$ cat config.mk
export PLATFORM = sky130hd
export DESIGN_NAME = control_sequencer_flat
export DESIGN_NICKNAME = d
export VERILOG_FILES = /design/src/rtl/control_sequencer_if.sv /design/src/rtl/control_sequencer.sv /design/src/flat_wrapper.sv
export SDC_FILE = /design/constraint.sdc
export NUM_CORES = 1
export LEC_CHECK = 0
export CAP_MARGIN = 0
export CORE_UTILIZATION = 40
export DETAILED_ROUTE_END_ITERATION = 8
export PLACE_DENSITY = 0.83
export SETUP_SLACK_MARGIN = 0.05
export SLEW_MARGIN = 20
export SYNTH_ARGS = -nofsm -noshare
export SYNTH_HDL_FRONTEND = slang
export SYNTH_SLANG_ARGS = --single-unit
$ cat constraint.sdc
create_clock -name Clock -period 2.55 [get_ports Clock]
set_input_delay 0.255 -clock Clock [delete_from_list [all_inputs] [get_ports Clock]]
set_output_delay 0.255 -clock Clock [all_outputs]
set_load 0.005 [all_outputs]
$ cat src/rtl/control_sequencer_if.sv
// Control lines between control_sequencer and the single-bus DataPath.
// master = sequencer side, slave = datapath/ALU side.
interface control_sequencer_if;
   logic        run;
   logic [31:0] IR;
   logic        finished;
   logic        PCout, IRout, RFout, RZLOout, RZHIout, MDRout;
   logic        PCin, IRin, RYin, RZin, MARin, MDRin, RFin, RHIin, RLOin;
   logic        IncPC, Read, start;
   logic [4:0]  RFSelect;
   logic [5:0]  opSelect;
   logic        instr_done, illegal, fault;

   modport master (
      input  run, IR, finished,
      output PCout, IRout, RFout, RZLOout, RZHIout, MDRout,
             PCin, IRin, RYin, RZin, MARin, MDRin, RFin, RHIin, RLOin,
             IncPC, Read, start, RFSelect, opSelect, instr_done, illegal, fault
   );

   modport slave (
      output run, IR, finished,
      input  PCout, IRout, RFout, RZLOout, RZHIout, MDRout,
             PCin, IRin, RYin, RZin, MARin, MDRin, RFin, RHIin, RLOin,
             IncPC, Read, start, RFSelect, opSelect, instr_done, illegal, fault
   );
endinterface

$ cat src/rtl/control_sequencer.sv
// Hardwired fetch/execute sequencer for register-register ALU instructions
// on the single-bus DataPath, with ALU start/finished handshake timeout.
module control_sequencer #(
   parameter logic [5:0]   INC_OP      = 6'd0,
   parameter logic [191:0] OP_MAP      = {6'd31, 6'd30, 6'd29, 6'd28, 6'd27, 6'd26, 6'd25, 6'd24,
                                          6'd23, 6'd22, 6'd21, 6'd20, 6'd19, 6'd18, 6'd17, 6'd16,
                                          6'd15, 6'd14, 6'd13, 6'd12, 6'd11, 6'd10, 6'd9,  6'd8,
                                          6'd7,  6'd6,  6'd5,  6'd4,  6'd3,  6'd2,  6'd1,  6'd0},
   parameter int unsigned  ALU_TIMEOUT = 64
) (
   input  logic                Clock,
   input  logic                clear,
   control_sequencer_if.master bus
);

   localparam int unsigned CW = (ALU_TIMEOUT > 1) ? $clog2(ALU_TIMEOUT) : 1;
   localparam logic [CW-1:0] CNT_LOAD = CW'(ALU_TIMEOUT - 1);

   typedef enum logic [2:0] {
      S_IDLE, S_T0, S_T1, S_T2, S_T3, S_T4, S_T5, S_T6
   } state_t;

   state_t        state_q;
   logic          first_q;
   logic [CW-1:0] cnt_q;
   logic          fault_q;
   logic [4:0]    op_q;
   logic [3:0]    ra_q, rb_q, rc_q;

   function automatic logic is_alu3(input logic [4:0] op);
      return (op >= 5'd3) && (op <= 5'd10);
   endfunction

   function automatic logic is_hilo(input logic [4:0] op);
      return (op == 5'd15) || (op == 5'd16);
   endfunction

   function automatic logic is_unary(input logic [4:0] op);
      return (op == 5'd17) || (op == 5'd18);
   endfunction

   logic [4:0] ir_op;
   logic [3:0] ir_ra, ir_rb, ir_rc;
   logic       ir_legal;
   logic       unused_ir;

   assign ir_op     = bus.IR[31:27];
   assign ir_ra     = bus.IR[26:23];
   assign ir_rb     = bus.IR[22:19];
   assign ir_rc     = bus.IR[18:15];
   assign ir_legal  = is_alu3(ir_op) || is_hilo(ir_op) || is_unary(ir_op);
   assign unused_ir = ^bus.IR[14:0];

   logic [5:0] op_sel;
   logic [3:0] src_b;
   assign op_sel = OP_MAP[{3'b000, op_q} * 8'd6 +: 6];
   assign src_b  = is_unary(op_q) ? rb_q : rc_q;

   always_ff @(posedge Clock or negedge clear) begin
      if (!clear) begin
         state_q <= S_IDLE;
         first_q <= 1'b0;
         cnt_q   <= '0;
         fault_q <= 1'b0;
         op_q    <= '0;
         ra_q    <= '0;
         rb_q    <= '0;
         rc_q    <= '0;
      end else begin
         first_q <= 1'b0;
         case (state_q)
            S_IDLE: begin
               if (bus.run && !fault_q) begin
                  state_q <= S_T0;
                  first_q <= 1'b1;
                  cnt_q   <= CNT_LOAD;
               end
            end
            S_T0: begin
               if (bus.finished) begin
                  state_q <= S_T1;
               end else if (cnt_q == '0) begin
                  fault_q <= 1'b1;
                  state_q <= S_IDLE;
               end else begin
                  cnt_q <= cnt_q - 1'b1;
               end
            end
            S_T1: state_q <= S_T2;
            S_T2: state_q <= S_T3;
            S_T3: begin
               // IR is only valid from T3 on; latch its fields so T4-T5 ignore later IR changes
               op_q <= ir_op;
               ra_q <= ir_ra;
               rb_q <= ir_rb;
               rc_q <= ir_rc;
               if (!ir_legal) begin
                  if (bus.run) begin
                     state_q <= S_T0;
                     first_q <= 1'b1;
                     cnt_q   <= CNT_LOAD;
                  end else begin
                     state_q <= S_IDLE;
                  end
               end else begin
                  state_q <= S_T4;
                  first_q <= 1'b1;
                  cnt_q   <= CNT_LOAD;
               end
            end
            S_T4: begin
               if (bus.finished) begin
                  state_q <= S_T5;
               end else if (cnt_q == '0) begin
                  fault_q <= 1'b1;
                  state_q <= S_IDLE;
               end else begin
                  cnt_q <= cnt_q - 1'b1;
               end
            end
            S_T5, S_T6: begin
               if (state_q == S_T5 && is_hilo(op_q)) begin
                  state_q <= S_T6;
               end else if (bus.run) begin
                  state_q <= S_T0;
                  first_q <= 1'b1;
                  cnt_q   <= CNT_LOAD;
               end else begin
                  state_q <= S_IDLE;
               end
            end
            default: state_q <= S_IDLE;
         endcase
      end
   end

   always_comb begin
      bus.PCout      = 1'b0;
      bus.IRout      = 1'b0;
      bus.RFout      = 1'b0;
      bus.RZLOout    = 1'b0;
      bus.RZHIout    = 1'b0;
      bus.MDRout     = 1'b0;
      bus.PCin       = 1'b0;
      bus.IRin       = 1'b0;
      bus.RYin       = 1'b0;
      bus.RZin       = 1'b0;
      bus.MARin      = 1'b0;
      bus.MDRin      = 1'b0;
      bus.RFin       = 1'b0;
      bus.RHIin      = 1'b0;
      bus.RLOin      = 1'b0;
      bus.IncPC      = 1'b0;
      bus.Read       = 1'b0;
      bus.start      = 1'b0;
      bus.RFSelect   = '0;
      bus.opSelect   = '0;
      bus.instr_done = 1'b0;
      bus.illegal    = 1'b0;
      bus.fault      = fault_q;
      case (state_q)
         S_T0: begin
            bus.PCout    = 1'b1;
            bus.MARin    = 1'b1;
            bus.IncPC    = 1'b1;
            bus.RZin     = 1'b1;
            bus.opSelect = INC_OP;
            bus.start    = first_q;
         end
         S_T1: begin
            bus.RZLOout = 1'b1;
            bus.PCin    = 1'b1;
            bus.Read    = 1'b1;
            bus.MDRin   = 1'b1;
         end
         S_T2: begin
            bus.MDRout = 1'b1;
            bus.IRin   = 1'b1;
         end
         S_T3: begin
            if (ir_legal) begin
               bus.RFout    = 1'b1;
               bus.RYin     = 1'b1;
               bus.RFSelect = {1'b0, ir_rb};
            end else begin
               bus.illegal = 1'b1;
            end
         end
         S_T4: begin
            bus.RFout    = 1'b1;
            bus.RZin     = 1'b1;
            bus.RFSelect = {1'b0, src_b};
            bus.opSelect = op_sel;
            bus.start    = first_q;
         end
         S_T5: begin
            bus.RZLOout  = 1'b1;
            bus.opSelect = op_sel;
            if (is_hilo(op_q)) begin
               bus.RLOin    = 1'b1;
               bus.RFSelect = {1'b0, src_b};
            end else begin
               bus.RFin       = 1'b1;
               bus.RFSelect   = {1'b0, ra_q};
               bus.instr_done = 1'b1;
            end
         end
         S_T6: begin
            bus.RZHIout    = 1'b1;
            bus.RHIin      = 1'b1;
            bus.instr_done = 1'b1;
         end
         default: ;
      endcase
   end

endmodule
$ cat src/flat_wrapper.sv
// flat-port wrapper written by rule: the top's interface ports become plain ports
module control_sequencer_flat 
#(
   parameter logic [5:0]   INC_OP      = 6'd0,
   parameter logic [191:0] OP_MAP      = {6'd31, 6'd30, 6'd29, 6'd28, 6'd27, 6'd26, 6'd25, 6'd24,
                                          6'd23, 6'd22, 6'd21, 6'd20, 6'd19, 6'd18, 6'd17, 6'd16,
                                          6'd15, 6'd14, 6'd13, 6'd12, 6'd11, 6'd10, 6'd9,  6'd8,
                                          6'd7,  6'd6,  6'd5,  6'd4,  6'd3,  6'd2,  6'd1,  6'd0},
   parameter int unsigned  ALU_TIMEOUT = 64
)
  (Clock, clear, bus_run, bus_IR, bus_finished, bus_PCout, bus_IRout, bus_RFout, bus_RZLOout, bus_RZHIout, bus_MDRout, bus_PCin, bus_IRin, bus_RYin, bus_RZin, bus_MARin, bus_MDRin, bus_RFin, bus_RHIin, bus_RLOin, bus_IncPC, bus_Read, bus_start, bus_RFSelect, bus_opSelect, bus_instr_done, bus_illegal, bus_fault);
  control_sequencer_if bus_i ();
  input  logic Clock;
  input  logic clear;
  input wire logic [$bits(bus_i.run)-1:0] bus_run;
  input wire logic [$bits(bus_i.IR)-1:0] bus_IR;
  input wire logic [$bits(bus_i.finished)-1:0] bus_finished;
  output wire logic [$bits(bus_i.PCout)-1:0] bus_PCout;
  output wire logic [$bits(bus_i.IRout)-1:0] bus_IRout;
  output wire logic [$bits(bus_i.RFout)-1:0] bus_RFout;
  output wire logic [$bits(bus_i.RZLOout)-1:0] bus_RZLOout;
  output wire logic [$bits(bus_i.RZHIout)-1:0] bus_RZHIout;
  output wire logic [$bits(bus_i.MDRout)-1:0] bus_MDRout;
  output wire logic [$bits(bus_i.PCin)-1:0] bus_PCin;
  output wire logic [$bits(bus_i.IRin)-1:0] bus_IRin;
  output wire logic [$bits(bus_i.RYin)-1:0] bus_RYin;
  output wire logic [$bits(bus_i.RZin)-1:0] bus_RZin;
  output wire logic [$bits(bus_i.MARin)-1:0] bus_MARin;
  output wire logic [$bits(bus_i.MDRin)-1:0] bus_MDRin;
  output wire logic [$bits(bus_i.RFin)-1:0] bus_RFin;
  output wire logic [$bits(bus_i.RHIin)-1:0] bus_RHIin;
  output wire logic [$bits(bus_i.RLOin)-1:0] bus_RLOin;
  output wire logic [$bits(bus_i.IncPC)-1:0] bus_IncPC;
  output wire logic [$bits(bus_i.Read)-1:0] bus_Read;
  output wire logic [$bits(bus_i.start)-1:0] bus_start;
  output wire logic [$bits(bus_i.RFSelect)-1:0] bus_RFSelect;
  output wire logic [$bits(bus_i.opSelect)-1:0] bus_opSelect;
  output wire logic [$bits(bus_i.instr_done)-1:0] bus_instr_done;
  output wire logic [$bits(bus_i.illegal)-1:0] bus_illegal;
  output wire logic [$bits(bus_i.fault)-1:0] bus_fault;
  assign bus_i.run = bus_run;
  assign bus_i.IR = bus_IR;
  assign bus_i.finished = bus_finished;
  assign bus_PCout = bus_i.PCout;
  assign bus_IRout = bus_i.IRout;
  assign bus_RFout = bus_i.RFout;
  assign bus_RZLOout = bus_i.RZLOout;
  assign bus_RZHIout = bus_i.RZHIout;
  assign bus_MDRout = bus_i.MDRout;
  assign bus_PCin = bus_i.PCin;
  assign bus_IRin = bus_i.IRin;
  assign bus_RYin = bus_i.RYin;
  assign bus_RZin = bus_i.RZin;
  assign bus_MARin = bus_i.MARin;
  assign bus_MDRin = bus_i.MDRin;
  assign bus_RFin = bus_i.RFin;
  assign bus_RHIin = bus_i.RHIin;
  assign bus_RLOin = bus_i.RLOin;
  assign bus_IncPC = bus_i.IncPC;
  assign bus_Read = bus_i.Read;
  assign bus_start = bus_i.start;
  assign bus_RFSelect = bus_i.RFSelect;
  assign bus_opSelect = bus_i.opSelect;
  assign bus_instr_done = bus_i.instr_done;
  assign bus_illegal = bus_i.illegal;
  assign bus_fault = bus_i.fault;
  control_sequencer #(.INC_OP(INC_OP), .OP_MAP(OP_MAP), .ALU_TIMEOUT(ALU_TIMEOUT)) u_core (.Clock(Clock), .clear(clear), .bus(bus_i));
endmodule
==> flow_metrics.env, run 1 <==
export IMPL_drive_gt1_frac=0.161
export IMPL_p_clk_frac=0.119
export IMPL_drc=0
export IMPL_fmax_ghz=0.406
export IMPL_synth_most_common_cell="nand2_1"
export IMPL_antenna_found_initial=0
export IMPL_dieArea_um2=4620
export IMPL_multi_input_area_um2=925
export IMPL_grt_max_degree=29
export IMPL_detail_route_antenna_nets=0
export IMPL_n_fill_cell=346
export IMPL_layout_cells_non_filler=323
export IMPL_min_from="bus_IR[27]"
export IMPL_register_area_um2=703
export IMPL_ir_drop_mv=0.495
export IMPL_final_hold_viol_count=0
export IMPL_die_y_um=68.0
export IMPL_pwr_share_comb=0.535
export IMPL_clock_skew_ns=0.00674
export IMPL_worstPathArrival_ns=2.21
export IMPL_postSynth_asyncResetShare=1.00
export IMPL_switching_share=0.394
export IMPL_grt_overflow_total=0
export IMPL_synth_cells=210
export IMPL_grt_pass1_wl_um=7220
export IMPL_status="finished clean"
export IMPL_worst_r2r_endpoint="u_core.state_q[2]"
export IMPL_vias=1702
export IMPL_hold_path_class="in -> reg"
export IMPL_portBuffers=49
export IMPL_place_inst=308
export IMPL_start_util=0.426
export IMPL_holdPathEnd="u_core.op_q[0]"
export IMPL_rsz0062_at_grt="yes"
export IMPL_setup_ws_ns=0.0877
export IMPL_cts_htree_levels=1
export IMPL_start_kind="input port"
export IMPL_firstDrtPassIters=4
export IMPL_p_sw_mw=0.905
export IMPL_power_density_nw_per_um2=933
export IMPL_gr_usage_all_layers=0.205
export IMPL_clock_latency_ns=0.27
export IMPL_maxSlewViolCount=0
export IMPL_cap_viol_max_count=0
export IMPL_cts_tree="done"
export IMPL_endpoint_kind="output port"
export IMPL_yosysWarnings=0
export IMPL_synth_seq_area_share=0.402
export IMPL_gr_max_usage_layer="met2"
export IMPL_crit_type="in -> out"
export IMPL_pwr_share_seq=0.345
export IMPL_use_met2=0.328
export IMPL_wl_per_cell_um=13.6
export IMPL_core_area_um2=4090
export IMPL_synth_edff_count=0
export IMPL_die_width_um=68.0
export IMPL_ys_seq_elements=28
export IMPL_rr_startpoint="u_core.cnt_q[0]"
export IMPL_syn_area_um2=1740
export IMPL_cts_sinks=28
export IMPL_boundaryPins=68
export IMPL_fin_nets=311
export IMPL_insertedDiodeCount=0
export IMPL_clk_path_buf_depth=2
export IMPL_reg2reg_depth=7
export IMPL_root_buffer="clkbuf_8"
export IMPL_std_cell_rows=23
export IMPL_synth_top_area_share=0.402
export IMPL_utilization=0.603
export IMPL_synth_top_area_cell="dfrtp_1"
export IMPL_vias_per_cell=5.27
export IMPL_drtIter0Drc=138
export IMPL_reg2reg_setup_slack_ns=0.50
export IMPL_avgSynthCellArea_um2=8.29
export IMPL_clkTransAtPathRegs_ns=0.10
export IMPL_pre_cts_slack_ns=-0.0628
export IMPL_dpl_hpwl_um=3150
export IMPL_numCtsBuffers=3
export IMPL_p_leak_nw=1.18
export IMPL_period_minus_slack_ns=2.46
export IMPL_fin_crit_sh=0.966
export IMPL_use_met3=0.0150
export IMPL_path_max_fanout=4
export IMPL_met1_usage=0.289
export IMPL_grt_pass1_vias=1558
export IMPL_synthToLayoutAreaGrowth_pct=41.5
export IMPL_yosys_most_used_dff="dfrtp_1"
export IMPL_place_congestion=0.913
export IMPL_wirelength_um=4410
export IMPL_synth_distinct_cells=52
export IMPL_min_path_cells=3
export IMPL_setup_viol=0
export IMPL_fin_total_pwr_mw=2.30
export IMPL_p_int_mw=1.39
export IMPL_synthTopCellsByArea="dfrtp_1 40%, nand2_1 13%, buf_4 4.3%"
export IMPL_required_ns=2.30
export IMPL_synth_common_cells="61 x nand2_1, 28 x dfrtp_1, 11 x o21ai_1, 10 x buf_4, 10 x nor2_1"
cell families after synthesis:
family,Yosys count,share of synthesized area
compound gates,46,0.197
xor+xnor,1,0.00503
fa+ha+maj,1,0.00718
buf+inv,26,0.0919
flops,28,0.402
mux,4,0.0230
other cells,1,0.00215
simple gates,103,0.272
power by group through the flow:
stage                     Combinational (mW)  Clock [mW]  Sequential (mW)
after global routing                    1.38       0.301            0.815
after CTS                               1.20       0.281            0.786
after detailed placement                1.13           0            0.804
after floorplan                        0.757           0            0.756
after global placement                  1.09           0            0.788
final                                   1.23       0.274            0.794
worst max-delay path by stage:
| stage | start | to | slack [ns] | cells past startpoint |
|---|---|---|---|---|
| after floorplan | u_core.cnt_q[0] | u_core.state_q[2] | 0.74 | 7 |
| after global placement | bus_IR[29] | bus_RFSelect[0] | -0.05 | 7 |
| after detailed placement | bus_IR[27] | bus_RFSelect[0] | -0.06 | 7 |
| after CTS | bus_IR[30] | bus_RFSelect[0] | -0.008 | 7 |
| after global routing | bus_IR[29] | bus_illegal | -0.005 | 8 |
| final | bus_IR[29] | bus_illegal | 0.09 | 8 |
what timing repair did:
| item | 4_1_cts | 5_1_grt |
|---|---|---|
| setup buffers | 5 | 6 |
| endpoints found under the hold margin | 0 | 0 |
| setup endpoints to repair | 4 | 3 |
| hold buffers | 0 | 0 |
| pin swaps | 4 | 4 |
| gates resized for setup | 10 | 6 |
worst max-delay path, cell delays in order:
cell             delay, ns
clkdlybuf4s50_1       0.44
buf_4                 0.16
a211oi_4              0.23
a2111o_1              0.25
nand2_4               0.09
buf_4                 0.14
nor2_1                0.13
clkdlybuf4s50_1       0.52
state kept, by name (all words and copies together) (netlist names):
| name | count |
|---|---|
| u_core.rc_q | 4 |
| u_core.bus.fault | 1 |
| u_core.rb_q | 4 |
| u_core.ra_q | 4 |
| u_core.first_q | 1 |
| u_core.state_q | 3 |
| u_core.op_q | 5 |
| u_core.cnt_q | 6 |
routing by layer:
metal | part of all wire | wire, um
met1 | 0.44 | 1930
met2 | 0.50 | 2220
met3 | 0.052 | 227
met4 | 0.0077 | 34
met5 | 0 | 0
cell type report:
class | instances | share of cell area
multi-input cells | 158 | 0.375
flip-flops and latches | 28 | 0.285
repair buffers | 75 | 0.279
well taps | 50 | 0.0254
clock buffers | 4 | 0.0223
inverters | 8 | 0.0122
through the flow:
stage | TNS (ns) | cell area (um^2) | hold WS, ns
6_report | 0 | 2460 | 0.335
5_1_grt | -0.00548 | 2460 | 0.337
4_1_cts | -0.00767 | 2400 | 0.361
3_5_place_dp | -0.236 | 2290 | 0.462
3_3_place_gp | -0.140 | 2290 | 0.460
2_1_floorplan | 0 | 1750 | -0.0406
placed cells by master, fill, tap and decap left out, types with 2 or more instances in the layout:
cell type	netlist	final
or3_1	3	3
nor3_2	0	2
dlygate4sd2_1	0	4
conb_1	1	3
a21boi_0	2	2
dfrtp_1	28	26
nand2_1	61	61
clkbuf_8	1	4
o21ai_0	5	5
nor3_1	4	2
dlymetal6s2s_1	0	3
inv_1	7	7
nand3b_1	2	2
a21oi_1	3	3
a31oi_1	2	2
buf_4	10	26
nor2_1	10	10
o21ai_1	11	10
a32oi_1	5	5
clkdlybuf4s50_1	0	42
mux2i_1	4	4
dfrtp_2	0	2
nor2b_1	2	2
and2_1	7	6
nand3_1	2	2
nand2b_1	4	4
Power figures use the tool's default switching activity.
==> run 2, diff against run 1 <==
--- a/config.mk
+++ b/config.mk
@@ -8,6 +8,7 @@
 export CAP_MARGIN = 0
 export CORE_UTILIZATION = 40
 export DETAILED_ROUTE_END_ITERATION = 8
+export GPL_TIMING_DRIVEN = 0
 export PLACE_DENSITY = 0.83
 export SETUP_SLACK_MARGIN = 0.05
 export SLEW_MARGIN = 20
==> flow_metrics.env, run 2 (synthesis results as in run 1) <==
export IMPL_start_util=0.426
export IMPL_dieArea_um2=4620
export IMPL_period_minus_slack_ns=2.39
export IMPL_boundaryPins=68
export IMPL_path_max_fanout=4
export IMPL_start_kind="input port"
export IMPL_power_density_nw_per_um2=965
export IMPL_critPathCapture="bus_RFout"
export IMPL_place_inst=311
export IMPL_layout_cells_non_filler=333
export IMPL_final_area_um2=2620
export IMPL_synthToLayoutAreaGrowth_pct=50.1
export IMPL_firstDrtPassIters=4
export IMPL_endpoint_kind="output port"
export IMPL_grt_pass1_vias=1628
export IMPL_final_common_cell="nand2_1"
export IMPL_clock_latency_ns=0.27
export IMPL_clk_path_buf_depth=2
export IMPL_utilization=0.640
export IMPL_cts_tree="done"
export IMPL_die_width_um=68.0
export IMPL_violations="negative hold slack"
export IMPL_worstPathArrival_ns=2.14
export IMPL_numCtsBuffers=3
export IMPL_portBuffers=49
export IMPL_final_hold_viol_count=28
export IMPL_gr_usage_all_layers=0.217
export IMPL_required_ns=2.30
export IMPL_cts_htree_levels=1
export IMPL_root_buffer="clkbuf_8"
export IMPL_regMostFlops="u_core.cnt_q"
export IMPL_fin_total_pwr_mw=2.52
export IMPL_drtIter0Drc=94
export IMPL_antenna_found_initial=0
export IMPL_grt_pass1_wl_um=7510
export IMPL_detail_route_antenna_nets=0
export IMPL_grt_overflow_total=0
export IMPL_final_cell_mix="60 x nand2_1, 39 x clkdlybuf4s50_1, 29 x buf_4"
export IMPL_place_congestion=0.850
export IMPL_largestRegisters="u_core.cnt_q (6), u_core.op_q (5)"
export IMPL_cts_sinks=28
export IMPL_std_cell_rows=23
export IMPL_die_y_um=68.0
export IMPL_final_setup_tns_ns=0
export IMPL_max_slew_worst_pin_slew_ns=0.626
export IMPL_status="complete, but fails checks"
export IMPL_largest_reg_flops=6
export IMPL_drc=0
export IMPL_worst_r2r_endpoint="u_core.cnt_q[2]"
export IMPL_p_leak_nw=1.29
export IMPL_drive_gt1_frac=0.216
export IMPL_reg2reg_depth=7
export IMPL_dpl_hpwl_um=3080
export IMPL_hold_slack_ns=-0.0159
export IMPL_rr_startpoint="u_core.op_q[4]"
export IMPL_fmax_ghz=0.418
export IMPL_core_area_um2=4090
export IMPL_place_area_um2=2300
export IMPL_fin_nets=321
export IMPL_startpoint="bus_IR[31]"
export IMPL_n_fill_cell=337
export IMPL_ir_drop_mv=0.479
export IMPL_setup_ws_ns=0.155
export IMPL_slew_headroom=0.583
export IMPL_wirelength_um=4800
export IMPL_rsz0062_at_grt="yes"
export IMPL_maxSlewViolCount=0
export IMPL_hold_buffers=0
export IMPL_setup_viol=0
export IMPL_vias_per_cell=5.40
export IMPL_insertedDiodeCount=0
export IMPL_clkTransAtPathRegs_ns=0.10
export IMPL_reg2reg_setup_slack_ns=0.44
export IMPL_cap_viol_max_count=0
export IMPL_grt_max_degree=29
export IMPL_vias=1797
export IMPL_fin_crit_sh=0.939
export IMPL_wl_per_cell_um=14.4
export IMPL_crit_type="in -> out"
export IMPL_pre_cts_slack_ns=-0.101
export IMPL_clock_skew_ns=0.00263
export IMPL_hold_path_class="in -> async"
## run 2: critical path: stages
cell and delay [ns]:
clkdlybuf4s50_1 0.46, a2111o_1 0.51, a21oi_4 0.25, a21o_1 0.16, clkdlybuf4s50_1 0.51
## run 2: worst min path at each step
stage                        start          endpoint  slack (ns)  cells past startpoint
global placement    u_core.rb_q[1]    u_core.rb_q[1]        0.46                      2
CTS                          clear  u_core.bus.fault       0.008                      1
floorplan                    clear  u_core.bus.fault       -0.04                      0
finish                       clear   u_core.cnt_q[3]       -0.02                      1
detailed placement           clear   u_core.cnt_q[3]        0.31                      1
global route                 clear   u_core.cnt_q[3]        0.03                      1
## run 2: layout make-up
| cell class | count | area (um^2) | area share |
|---|---|---|---|
| multi-input combinational | 158 | 991 | 0.379 |
| sequential | 28 | 702 | 0.268 |
| timing repair buffer | 68 | 643 | 0.246 |
| buffer | 17 | 128 | 0.0488 |
| tap | 50 | 62.6 | 0.0239 |
| clock buffer | 4 | 55.1 | 0.0211 |
| inverter | 8 | 33.8 | 0.0129 |
## run 2: what timing repair did
action                     CTS  global route
pin swaps                    8             7
resized for setup           11            21
setup endpoints to repair    7             8
setup buffers               14             5
## run 2: report_power, final
group | total, mW | internal, mW | switching (mW)
Combinational | 1.46 | 0.723 | 0.734
Sequential | 0.783 | 0.640 | 0.143
Clock | 0.282 | 0.138 | 0.144
Total | 2.52 | 1.50 | 1.02
## run 2: layer usage
metal	GRT usage	wire, um	share of wire
met2	0.365	2350	0.49
met4	0.0859	79	0.016
met1	0.283	2110	0.44
met3	0.0217	262	0.055
met5	0	0	0
==> run 3, diff against run 2 <==
--- a/config.mk
+++ b/config.mk
@@ -8,8 +8,9 @@
 export CAP_MARGIN = 0
 export CORE_UTILIZATION = 40
 export DETAILED_ROUTE_END_ITERATION = 8
+export DONT_BUFFER_PORTS = 1
 export GPL_TIMING_DRIVEN = 0
-export PLACE_DENSITY = 0.83
+export PLACE_DENSITY = 0.63
 export SETUP_SLACK_MARGIN = 0.05
 export SLEW_MARGIN = 20
 export SYNTH_ARGS = -nofsm -noshare
==> constraint.sdc (replaced) <==
create_clock -name Clock -period 2.5 [get_ports Clock]
set_input_delay 0.25 -clock Clock [delete_from_list [all_inputs] [get_ports Clock]]
set_output_delay 0.25 -clock Clock [all_outputs]
set_load 0.005 [all_outputs]
==> flow_metrics.env, run 3 (synthesis results as in run 1) <==
export IMPL_setup_viol=0
export IMPL_endpoint_kind="output port"
export IMPL_path_buf_inv=0
export IMPL_place_area_um2=1810
export IMPL_largest_reg_flops=6
export IMPL_antenna_found_initial=0
export IMPL_fin_total_pwr_mw=2.00
export IMPL_clk_path_buf_depth=2
export IMPL_place_inst=262
export IMPL_dieArea_um2=4620
export IMPL_synthToLayoutAreaGrowth_pct=8.19
export IMPL_final_cell_mix="61 x nand2_1, 28 x dfrtp_1, 11 x o21ai_1"
export IMPL_numCtsBuffers=3
export IMPL_root_buffer="clkbuf_8"
export IMPL_final_hold_viol_count=0
export IMPL_setup_ws_ns=0.216
export IMPL_dpl_hpwl_um=2990
export IMPL_p_leak_nw=0.897
export IMPL_gr_usage_all_layers=0.188
export IMPL_slowest_delay_ns=0.44
export IMPL_place_congestion=0.780
export IMPL_final_area_um2=1880
export IMPL_drtIter0Drc=78
export IMPL_cap_viol_max_count=0
export IMPL_final_setup_tns_ns=0
export IMPL_n_fill_cell=431
export IMPL_power_density_nw_per_um2=1060
export IMPL_firstDrtPassIters=4
export IMPL_fin_crit_sh=0.914
export IMPL_grt_pass1_wl_um=6560
export IMPL_worstPathArrival_ns=2.03
export IMPL_detail_route_antenna_nets=0
export IMPL_hold_path_class="in -> reg"
export IMPL_rsz0062_at_grt="no"
export IMPL_grt_pass1_vias=1383
export IMPL_slew_headroom=0.429
export IMPL_drive_gt1_frac=0.111
export IMPL_clkTransAtPathRegs_ns=0.09
export IMPL_grt_max_degree=29
export IMPL_regMostFlops="u_core.cnt_q"
export IMPL_maxSlewViolCount=0
export IMPL_insertedDiodeCount=0
export IMPL_crit_type="reg -> out"
export IMPL_fmax_ghz=0.438
export IMPL_crit_path_frequent_cell="o21ai_1"
export IMPL_period_minus_slack_ns=2.28
export IMPL_hold_slack_ns=0.0792
export IMPL_ir_drop_mv=0.465
export IMPL_max_slew_worst_pin_slew_ns=0.851
export IMPL_portBuffers=0
export IMPL_vias_per_cell=5.51
export IMPL_clock_skew_ns=0.00294
export IMPL_boundaryPins=68
export IMPL_die_width_um=68.0
export IMPL_cts_sinks=28
export IMPL_drc=0
export IMPL_required_ns=2.25
export IMPL_grt_overflow_total=0
export IMPL_vias=1471
export IMPL_utilization=0.461
export IMPL_cts_tree="done"
export IMPL_start_util=0.426
export IMPL_path_max_fanout=4
export IMPL_layout_cells_non_filler=267
export IMPL_final_common_cell="nand2_1"
export IMPL_crit_family="simple AND/OR/NAND/NOR gates"
export IMPL_critPathSlowestCell="or3b_1"
export IMPL_die_y_um=68.0
export IMPL_largestRegisters="u_core.cnt_q (6), u_core.op_q (5)"
export IMPL_wirelength_um=4010
export IMPL_wl_per_cell_um=15.0
export IMPL_std_cell_rows=23
export IMPL_start_kind="flip-flop"
export IMPL_core_area_um2=4090
export IMPL_status="finished clean"
export IMPL_fin_nets=256
export IMPL_pre_cts_slack_ns=0.506
export IMPL_clock_latency_ns=0.27
export IMPL_cts_htree_levels=1
export IMPL_path_cells="or3b_1 -> o32ai_2 -> and2_1 -> o21ai_1 -> o21ai_1"
## run 3: timing repair
item,4_1_cts,5_1_grt
hold endpoints to repair,28,0
buffers inserted,0,0
setup endpoints to repair,0,3
hold buffers,2,0
resized for setup,0,2
## run 3: path summary, 6_finish.rpt
kind	from	end	slack (ns)	cells after the start
worst max-delay path	u_core.op_q[2]	bus_RFSelect[2]	0.22	5
worst min-delay path	bus_IR[25]	u_core.ra_q[2]	0.08	2
worst max register to register	u_core.cnt_q[0]	u_core.cnt_q[1]	0.50	7
worst min register to register	u_core.rb_q[3]	u_core.rb_q[3]	0.48	2
max in group asynchronous	clear	u_core.ra_q[0]	1.93	2
min in group asynchronous	clear	u_core.cnt_q[1]	0.41	2
## run 3: worst reg2reg max path: cells and delay by family, from the launching register on
| family | cells | cell delay [ns] |
|---|---|---|
| AOI/OAI and AO/OA | 4 | 0.80 |
| DFF | 1 | 0.42 |
| and+or+nand+nor | 1 | 0.41 |
| adders and majority gates | 1 | 0.17 |
| buffers and inverters | 1 | 0.07 |
## run 3: routing by layer
metal	GRT usage	vias up	wire length, um
met5	0	-	0
met1	0.259	693	1890
met3	0.0450	4	299
met4	0.0495	0	29
li1	-	729	-
met2	0.293	45	1790
## run 3: final cells by class
class / count / area (um^2) / share of cell area
clock buffers: 3 / 41.3 / 0.0219
flip-flops and latches: 28 / 701 / 0.372
repair buffers: 2 / 30.0 / 0.0159
plain buffers: 18 / 131 / 0.0697
inverters: 8 / 30.0 / 0.0159
multi-input cells: 158 / 888 / 0.471
well taps: 50 / 62.6 / 0.0332
## run 3: where the power goes
part,internal [mW],switching [mW]
logic,0.392,0.557
registers,0.651,0.156
clock network,0.108,0.132
